[config.mk]
export PLATFORM = sky130hd
export DESIGN_NAME = load_store_unit
export DESIGN_NICKNAME = d
export VERILOG_FILES = /design/src/rtl/load_store_unit.sv
export SDC_FILE = /design/constraint.sdc
export NUM_CORES = 1
export LEC_CHECK = 0
export BUFFER_PORTS_ARGS = -buffer_cell sky130_fd_sc_hd__buf_2
export CAP_MARGIN = 10
export CORE_MARGIN = 2
export CORE_UTILIZATION = 45
export DETAILED_ROUTE_END_ITERATION = 6
export PLACE_DENSITY = 0.75
export RECOVER_POWER = 50
export SLEW_MARGIN = 20
export SYNTH_ARGS = -nofsm -noshare
export SYNTH_HDL_FRONTEND = slang
export SYNTH_SLANG_ARGS = --single-unit
[constraint.sdc]
create_clock -name clk -period 2.1 [get_ports clk]
set_input_delay 0.42 -clock clk [delete_from_list [all_inputs] [get_ports clk]]
set_output_delay 0.42 -clock clk [all_outputs]
set_load 0.05 [all_outputs]
[src/rtl/load_store_unit.sv]
// rtl/load_store_unit.sv - RV32I load/store engine with a single-outstanding req/ack data bus.
// Optional bus timeout is compiled in by defining LSU_TIMEOUT_EN.
module load_store_unit #(
    parameter int TIMEOUT_CYCLES = 255
) (
    input  logic        clk,
    input  logic        rst,
    input  logic        start,
    input  logic        is_load,
    input  logic        is_store,
    input  logic [2:0]  func3,
    input  logic [31:0] addr,
    input  logic [31:0] wdata,
    input  logic [4:0]  rd_num,
    output logic        busy,
    output logic        done,
    output logic        wb_enable,
    output logic [4:0]  wb_rd_num,
    output logic [31:0] wb_rd_data,
    output logic        misaligned,
    output logic        illegal_op,
    output logic        bus_error,
    output logic        mem_req,
    output logic        mem_we,
    output logic [31:0] mem_addr,
    output logic [3:0]  mem_wstrb,
    output logic [31:0] mem_wdata,
    input  logic [31:0] mem_rdata,
    input  logic        mem_ack
);
    typedef enum logic [1:0] {S_IDLE, S_CHECK, S_REQ, S_RESP} state_t;

    state_t      r_state;
    state_t      w_next;
    logic [31:0] r_addr;
    logic [31:0] r_wdata;
    logic [2:0]  r_func3;
    logic [4:0]  r_rd_num;
    logic        r_is_load;
    logic        r_is_store;
    logic        r_mem_req;
    logic        r_mem_we;
    logic [31:0] r_mem_addr;
    logic [3:0]  r_mem_wstrb;
    logic [31:0] r_mem_wdata;
    logic [4:0]  r_wb_rd_num;
    logic [31:0] r_wb_rd_data;
    logic        r_misaligned;
    logic        r_illegal;
    logic        r_bus_error;

    logic        w_illegal;
    logic        w_misaligned;
    logic        w_fault;
    logic        w_timeout;
    logic [3:0]  w_strb;
    logic [31:0] w_lanes;
    logic [7:0]  w_byte;
    logic [15:0] w_half;
    logic [31:0] w_load_data;

    // 010 only reaches the misalignment test as a word; 110 is already illegal
    assign w_illegal    = (r_is_load == r_is_store) || (r_func3 == 3'b011) ||
                          (r_func3[2:1] == 2'b11) || (r_is_store && r_func3[2]);
    assign w_misaligned = ((r_func3[1:0] == 2'b01) && r_addr[0]) ||
                          ((r_func3[1:0] == 2'b10) && (r_addr[1:0] != 2'b00));
    assign w_fault      = w_illegal || w_misaligned;

    always_comb begin
        w_strb  = 4'b1111;
        w_lanes = r_wdata;
        case (r_func3[1:0])
            2'b00: begin
                w_strb  = 4'b0001 << r_addr[1:0];
                w_lanes = {4{r_wdata[7:0]}};
            end
            2'b01: begin
                w_strb  = 4'b0011 << r_addr[1:0];
                w_lanes = {2{r_wdata[15:0]}};
            end
            default: ;
        endcase
    end

    assign w_byte = mem_rdata[{r_addr[1:0], 3'b000} +: 8];
    assign w_half = r_addr[1] ? mem_rdata[31:16] : mem_rdata[15:0];

    always_comb begin
        case (r_func3)
            3'b000:  w_load_data = {{24{w_byte[7]}}, w_byte};
            3'b001:  w_load_data = {{16{w_half[15]}}, w_half};
            3'b100:  w_load_data = {24'h0, w_byte};
            3'b101:  w_load_data = {16'h0, w_half};
            default: w_load_data = mem_rdata;
        endcase
    end

`ifdef LSU_TIMEOUT_EN
    localparam int CW = ($clog2(TIMEOUT_CYCLES + 1) > 8) ? $clog2(TIMEOUT_CYCLES + 1) : 8;
    localparam logic [CW-1:0] LIMIT = CW'(TIMEOUT_CYCLES - 1);
    logic [CW-1:0] r_cnt;

    // Held at zero outside REQ, so it starts from zero on every REQ entry
    always_ff @(posedge clk) begin
        if (rst || r_state != S_REQ) r_cnt <= '0;
        else if (!mem_ack)           r_cnt <= r_cnt + CW'(1);
    end
    assign w_timeout = (r_state == S_REQ) && !mem_ack && (r_cnt == LIMIT);
`else
    assign w_timeout = 1'b0;
`endif

    always_ff @(posedge clk) begin
        if (rst) r_state <= S_IDLE;
        else     r_state <= w_next;
    end

    always_comb begin
        w_next = r_state;
        case (r_state)
            S_IDLE:  if (start) w_next = S_CHECK;
            S_CHECK: w_next = w_fault ? S_RESP : S_REQ;
            S_REQ:   if (mem_ack || w_timeout) w_next = S_RESP;
            S_RESP:  w_next = S_IDLE;
            default: w_next = S_IDLE;
        endcase
    end

    always_comb begin
        busy      = (r_state != S_IDLE);
        done      = (r_state == S_RESP);
        wb_enable = (r_state == S_RESP) && r_is_load && !r_illegal && !r_misaligned &&
                    !r_bus_error && (r_wb_rd_num != 5'd0);
    end

    always_ff @(posedge clk) begin
        if (rst) begin
            r_addr       <= '0;
            r_wdata      <= '0;
            r_func3      <= '0;
            r_rd_num     <= '0;
            r_is_load    <= 1'b0;
            r_is_store   <= 1'b0;
            r_mem_req    <= 1'b0;
            r_mem_we     <= 1'b0;
            r_mem_addr   <= '0;
            r_mem_wstrb  <= '0;
            r_mem_wdata  <= '0;
            r_wb_rd_num  <= '0;
            r_wb_rd_data <= '0;
            r_misaligned <= 1'b0;
            r_illegal    <= 1'b0;
            r_bus_error  <= 1'b0;
        end else begin
            case (r_state)
                S_IDLE: if (start) begin
                    r_addr     <= addr;
                    r_wdata    <= wdata;
                    r_func3    <= func3;
                    r_rd_num   <= rd_num;
                    r_is_load  <= is_load;
                    r_is_store <= is_store;
                end
                S_CHECK: if (w_fault) begin
                    r_illegal    <= w_illegal;
                    r_misaligned <= !w_illegal;
                    r_bus_error  <= 1'b0;
                    r_wb_rd_num  <= r_rd_num;
                end else begin
                    r_mem_req   <= 1'b1;
                    r_mem_we    <= r_is_store;
                    r_mem_addr  <= {r_addr[31:2], 2'b00};
                    r_mem_wstrb <= r_is_store ? w_strb : 4'b0000;
                    r_mem_wdata <= w_lanes;
                end
                S_REQ: if (mem_ack || w_timeout) begin
                    r_mem_req    <= 1'b0;
                    r_mem_we     <= 1'b0;
                    r_mem_wstrb  <= 4'b0000;
                    r_illegal    <= 1'b0;
                    r_misaligned <= 1'b0;
                    r_bus_error  <= !mem_ack;
                    r_wb_rd_num  <= r_rd_num;
                    if (mem_ack && r_is_load) r_wb_rd_data <= w_load_data;
                end
                default: ;
            endcase
        end
    end

    assign wb_rd_num  = r_wb_rd_num;
    assign wb_rd_data = r_wb_rd_data;
    assign misaligned = r_misaligned;
    assign illegal_op = r_illegal;
    assign bus_error  = r_bus_error;
    assign mem_req    = r_mem_req;
    assign mem_we     = r_mem_we;
    assign mem_addr   = r_mem_addr;
    assign mem_wstrb  = r_mem_wstrb;
    assign mem_wdata  = r_mem_wdata;
endmodule

# == Yosys cells after proc, flatten, opt, wreduce, memory -nomap -nowiden ==
# Cells that the tools add are included.
# classes
reduce_logical,32
n_bitwise,1
shifts,3
mux,27
n_eq_ne,15
# op_table
operator,n
one-hot mux 32 bit (4 select lines),1
one-hot mux 32 bit (2 select lines),1
variable part select 32 x 6 -> 8 bit,1
two-way mux 16 bit,1
one-hot mux 4 bit (2 select lines),2
two-way mux 4 bit,3
two-way mux 5 bit,2
one-hot mux 1 bit (2 select lines),5
one-hot mux 5 bit (2 select lines),1
logical AND 1 bit,9
AND reduction 3 bit,3
== test 2 bit (second input constant),4
two-way mux 1 bit,8
!= test 2 bit (second input constant),4
one-hot mux 2 bit (4 select lines),1
== test 3 bit (second input constant),2
AND reduction 2 bit,3
nonzero test 2 bit,3
logical NOT 1 bit,5
logical OR 1 bit,5
nonzero test 5 bit,1
== test 2 x 1 -> 1 bit (second input constant),2
logical NOT 2 bit,2
two-way mux 2 bit,2
7 further kinds,7
# totals
input_bits,110
register_bits,184
wordCells,95

# == Longest topological paths before layout ==
# logic_depth
ltp_word,7
ltp_mapped,8
mapped_depth_nobuf,6

# == Least setup slack after synthesis ==
# OpenSTA, ideal clock, no wires.
# synth_timing
kind,register to output
startpoint,register r_state[1]
endpoint,output port wb_enable
arrival_ps,2099
stages_incl_launch_ff,5
path_buffers,0
slack_ps,-419
cell_sequence,dfxtp_1 ha_1 nand2_1 or4_1 a21oi_1
# synth_between
elab_chain_len,6
# synth_lines
item,line_no,source
from (decl),33,state_t r_state;
from (signal assigned),115,else r_state <= w_next;
== test 2 bit,n/a,
net done,16,"output logic done,"
logical AND 1 bit (4 in a row),132,wb_enable = (r_state == S_RESP) && r_is_load && !r_illegal && !r_misaligned &&
logical AND 1 bit,133,!r_bus_error && (r_wb_rd_num != 5'd0);
to (decl),17,"output logic wb_enable,"
# The timed path passes the listed nets, and every way through them passes these cells.

# == Worst setup path in the final report ==
# layout_timing
startpoint,register r_state[0]
endpoint,output port wb_enable
# layout_between
elab_chain_len,6
# layout_lines
item,line_no
== test 2 bit,132
logical AND 1 bit (4 in a row),132
logical AND 1 bit,133
# No other way between the ends.

==> out/qor.yml <==
nNetsFinal: 1263
hpwl_um: 15400
fin_crit_ns: 2.13
cap_violations: 0
post-route-period-util_pct: 102
row_count: 47
chipHeight_um: 135
insertion_delay_ns: 0.44
cts_sinks: 184
min-delay-path-class: "in -> reg"
holdWs_ns: 0.209
final_cell_mix: "nand2_1, dfxtp_1, a21oi_1"
drt-initial-drc-count: 559
numCtsBuffers: 17
cp.required_ns: 1.68
synthFlopType: "dfxtp_1"
cellLeakagePower_uw: 0.00353
ff2ff_setup_slack_ns: 0.12
vias_per_cell: 5.52
whs_path_depth: 3
drt_first_pass_iters: 5
die_w_um: 135
place.gp.congestion: 0.879
endpoint_kind: "output pin"
synth_async_sr_flop_share_pct: 0
synth_cell_types: 50
grt_usage_pct: 24.8
post-route-drc-count: 0
netlist_area_um2: 7690
vias: 7634
hold_end: "r_wdata[26]"
cts_root_buf: "clkbuf_16"
powerDensity_nw_per_um2: 1180
arrival_ns: 1.71
crit_type: "reg -> out"
grt_pass1_vias: 7076
vdd_ir_drop_max_uv: 654
grt_overflow: 0
seq_area_frac_synth_pct: 47.9
ctsHoldBuffers: 0
start_util_pct: 46.2
finalSetupViolations: 1
cp-start-kind: "register"
finalNonFillerCells: 1384
worst_pin_slew_ns: 0.690
grt_pass1_wl_um: 36000
hold_viol: 0
slew_violations: 0
syn2layout_area_growth_pct: 25.2
max_freq_ghz: 0.468
rsz0062_at_grt: "yes"
drive_above_1_share_pct: 16.9
reg2regPathDepth: 7
ios: 223
ant_nets: 0
synthCells: 958
rr_endpoint: "r_wdata[27]"
violations: "negative setup slack"
clk_pin_slew_worst_paths_ns: 0.08
dp.cells: 1345
routed_wl_um: 22900
place_ws_ns: 0.145
synth-seq-cells: 184
grt_max_degree: 58
max_slew_margin_pct: 54.2
multi_input_area_um2: 3660
antenna_found_initial: 3
cp_max_fo: 2
tritoncts: "built"
nFillCells: 1573
die_area_um2: 18200
hold_start: "wdata[26]"
synth.avg_cell_area_um2: 8.03
skew_ns: 0.0126
regArea_um2: 3690
r2r_start: "r_state[0]"
ys_warn_count: 0
final.setup.worst_slack_ns: -0.0350
core-area_um2: 16600
wl_per_cell_um: 16.6
layout_commonest_cell: "nand2_1"
synth_edf_count: 0
ctsHtreeMaxLevel: 4
clock_path_buffers: 2
power_uw: 11300
port_buffers: 220
status: "complete, but fails checks"
-- flip-flops by register name, summed over array words and instances, names as in the netlist --
signal / cells
misaligned: 1
mem_req: 1
bus_error: 1
mem_addr: 30
mem_wstrb: 4
mem_we: 1
r_wdata: 32
r_is_store: 1
r_state: 2
mem_wdata: 32
wb_rd_data: 32
wb_rd_num: 5
r_func3: 3
r_rd_num: 5
r_is_load: 1
illegal_op: 1
r_addr: 32
-- where the power goes --
group | switching, µW | internal (µW)
Sequential | 303 | 3910
Clock | 1490 | 1690
Combinational | 2670 | 1260
Total | 4460 | 6860
-- cell type report --
type	count	share of cell area, %
Antenna cell	3	0.0780
Clock buffer	17	4.42
Clock inverter	15	1.65
Inverter	9	0.351
Multi-Input combinational cell	678	38.0
Sequential cell	184	38.3
Tap cell	220	2.86
Timing Repair Buffer	258	14.4
-- cells by family after synthesis --
logic type | after synthesis | share of synthesized area [%]
AO/OA/AOI/OAI | 340 | 25.2
AND/OR/NAND/NOR | 298 | 16.3
flip-flops | 184 | 47.9
buffers and inverters | 97 | 5.29
multiplexers | 32 | 4.34
adder cells (fa/ha/maj) | 5 | 0.813
other | 1 | 0.0487
XOR/XNOR | 1 | 0.114
-- worst max-delay path, cell delays in order (launching register included) --
cell     delay, ns
dfxtp_2       0.36
ha_4          0.14
nand2_2       0.06
or4_4         0.44
a21oi_4       0.13
buf_6         0.17
-- worst max-delay path by stage --
stage	from	end	slack (ns)	cells after the start
after global placement	r_state[1]	wb_enable	0.22	5
after global routing	r_state[0]	wb_enable	-0.08	5
after detailed placement	r_state[1]	mem_wdata[13]	0.15	7
after floorplan	r_state[1]	wb_enable	0.11	4
after CTS	r_state[0]	wb_enable	-0.04	5
final	r_state[0]	wb_enable	-0.03	5
-- synthesized netlist by cell type, types with 4 or more instances --
library cell | count | area (µm²)
nand2_1 | 207 | 777
dfxtp_1 | 184 | 3680
a21oi_1 | 164 | 821
o21ai_0 | 94 | 470
clkbuf_1 | 62 | 233
nand3_1 | 52 | 260
mux2i_1 | 30 | 300
buf_2 | 16 | 80.1
nor2_1 | 15 | 56.3
a211oi_1 | 9 | 67.6
a22o_1 | 9 | 78.8
a22oi_1 | 9 | 67.6
a31oi_1 | 9 | 56.3
inv_1 | 9 | 33.8
a311oi_1 | 8 | 70.1
and3_1 | 8 | 50.1
o21ai_1 | 7 | 35.0
o21bai_1 | 7 | 52.6
buf_4 | 6 | 45.0
ha_1 | 5 | 62.6
o2111ai_1 | 5 | 43.8
buf_1 | 4 | 15.0
nor2b_1 | 4 | 25.0
o21a_1 | 4 | 30.0
-- stage by stage --
step                      util, %  TNS (ns)  instance area (µm²)
after CTS                    58.3   -0.0378                 9710
after detailed placement     54.6         0                 9080
final                        57.9   -0.0350                 9630
after global placement       54.6         0                 9080
after global routing         57.9    -0.165                 9630
after floorplan                 -         0                 7710
-- routing by layer --
| layer | track usage [%] | part of all wire [%] |
|---|---|---|
| met5 | 0 | 0 |
| met4 | 9.65 | 2.7 |
| met3 | 6.04 | 7.0 |
| met2 | 40.8 | 49 |
| met1 | 31.5 | 42 |
-- repair_timing --
item,4_1_cts,5_1_grt
hold endpoints to repair,0,0
resized for setup,7,6
setup buffers,2,1
cloned,0,1
setup endpoints to repair,1,32
pin swaps,0,1
Note: power is estimated with default switching activity, not from simulation.
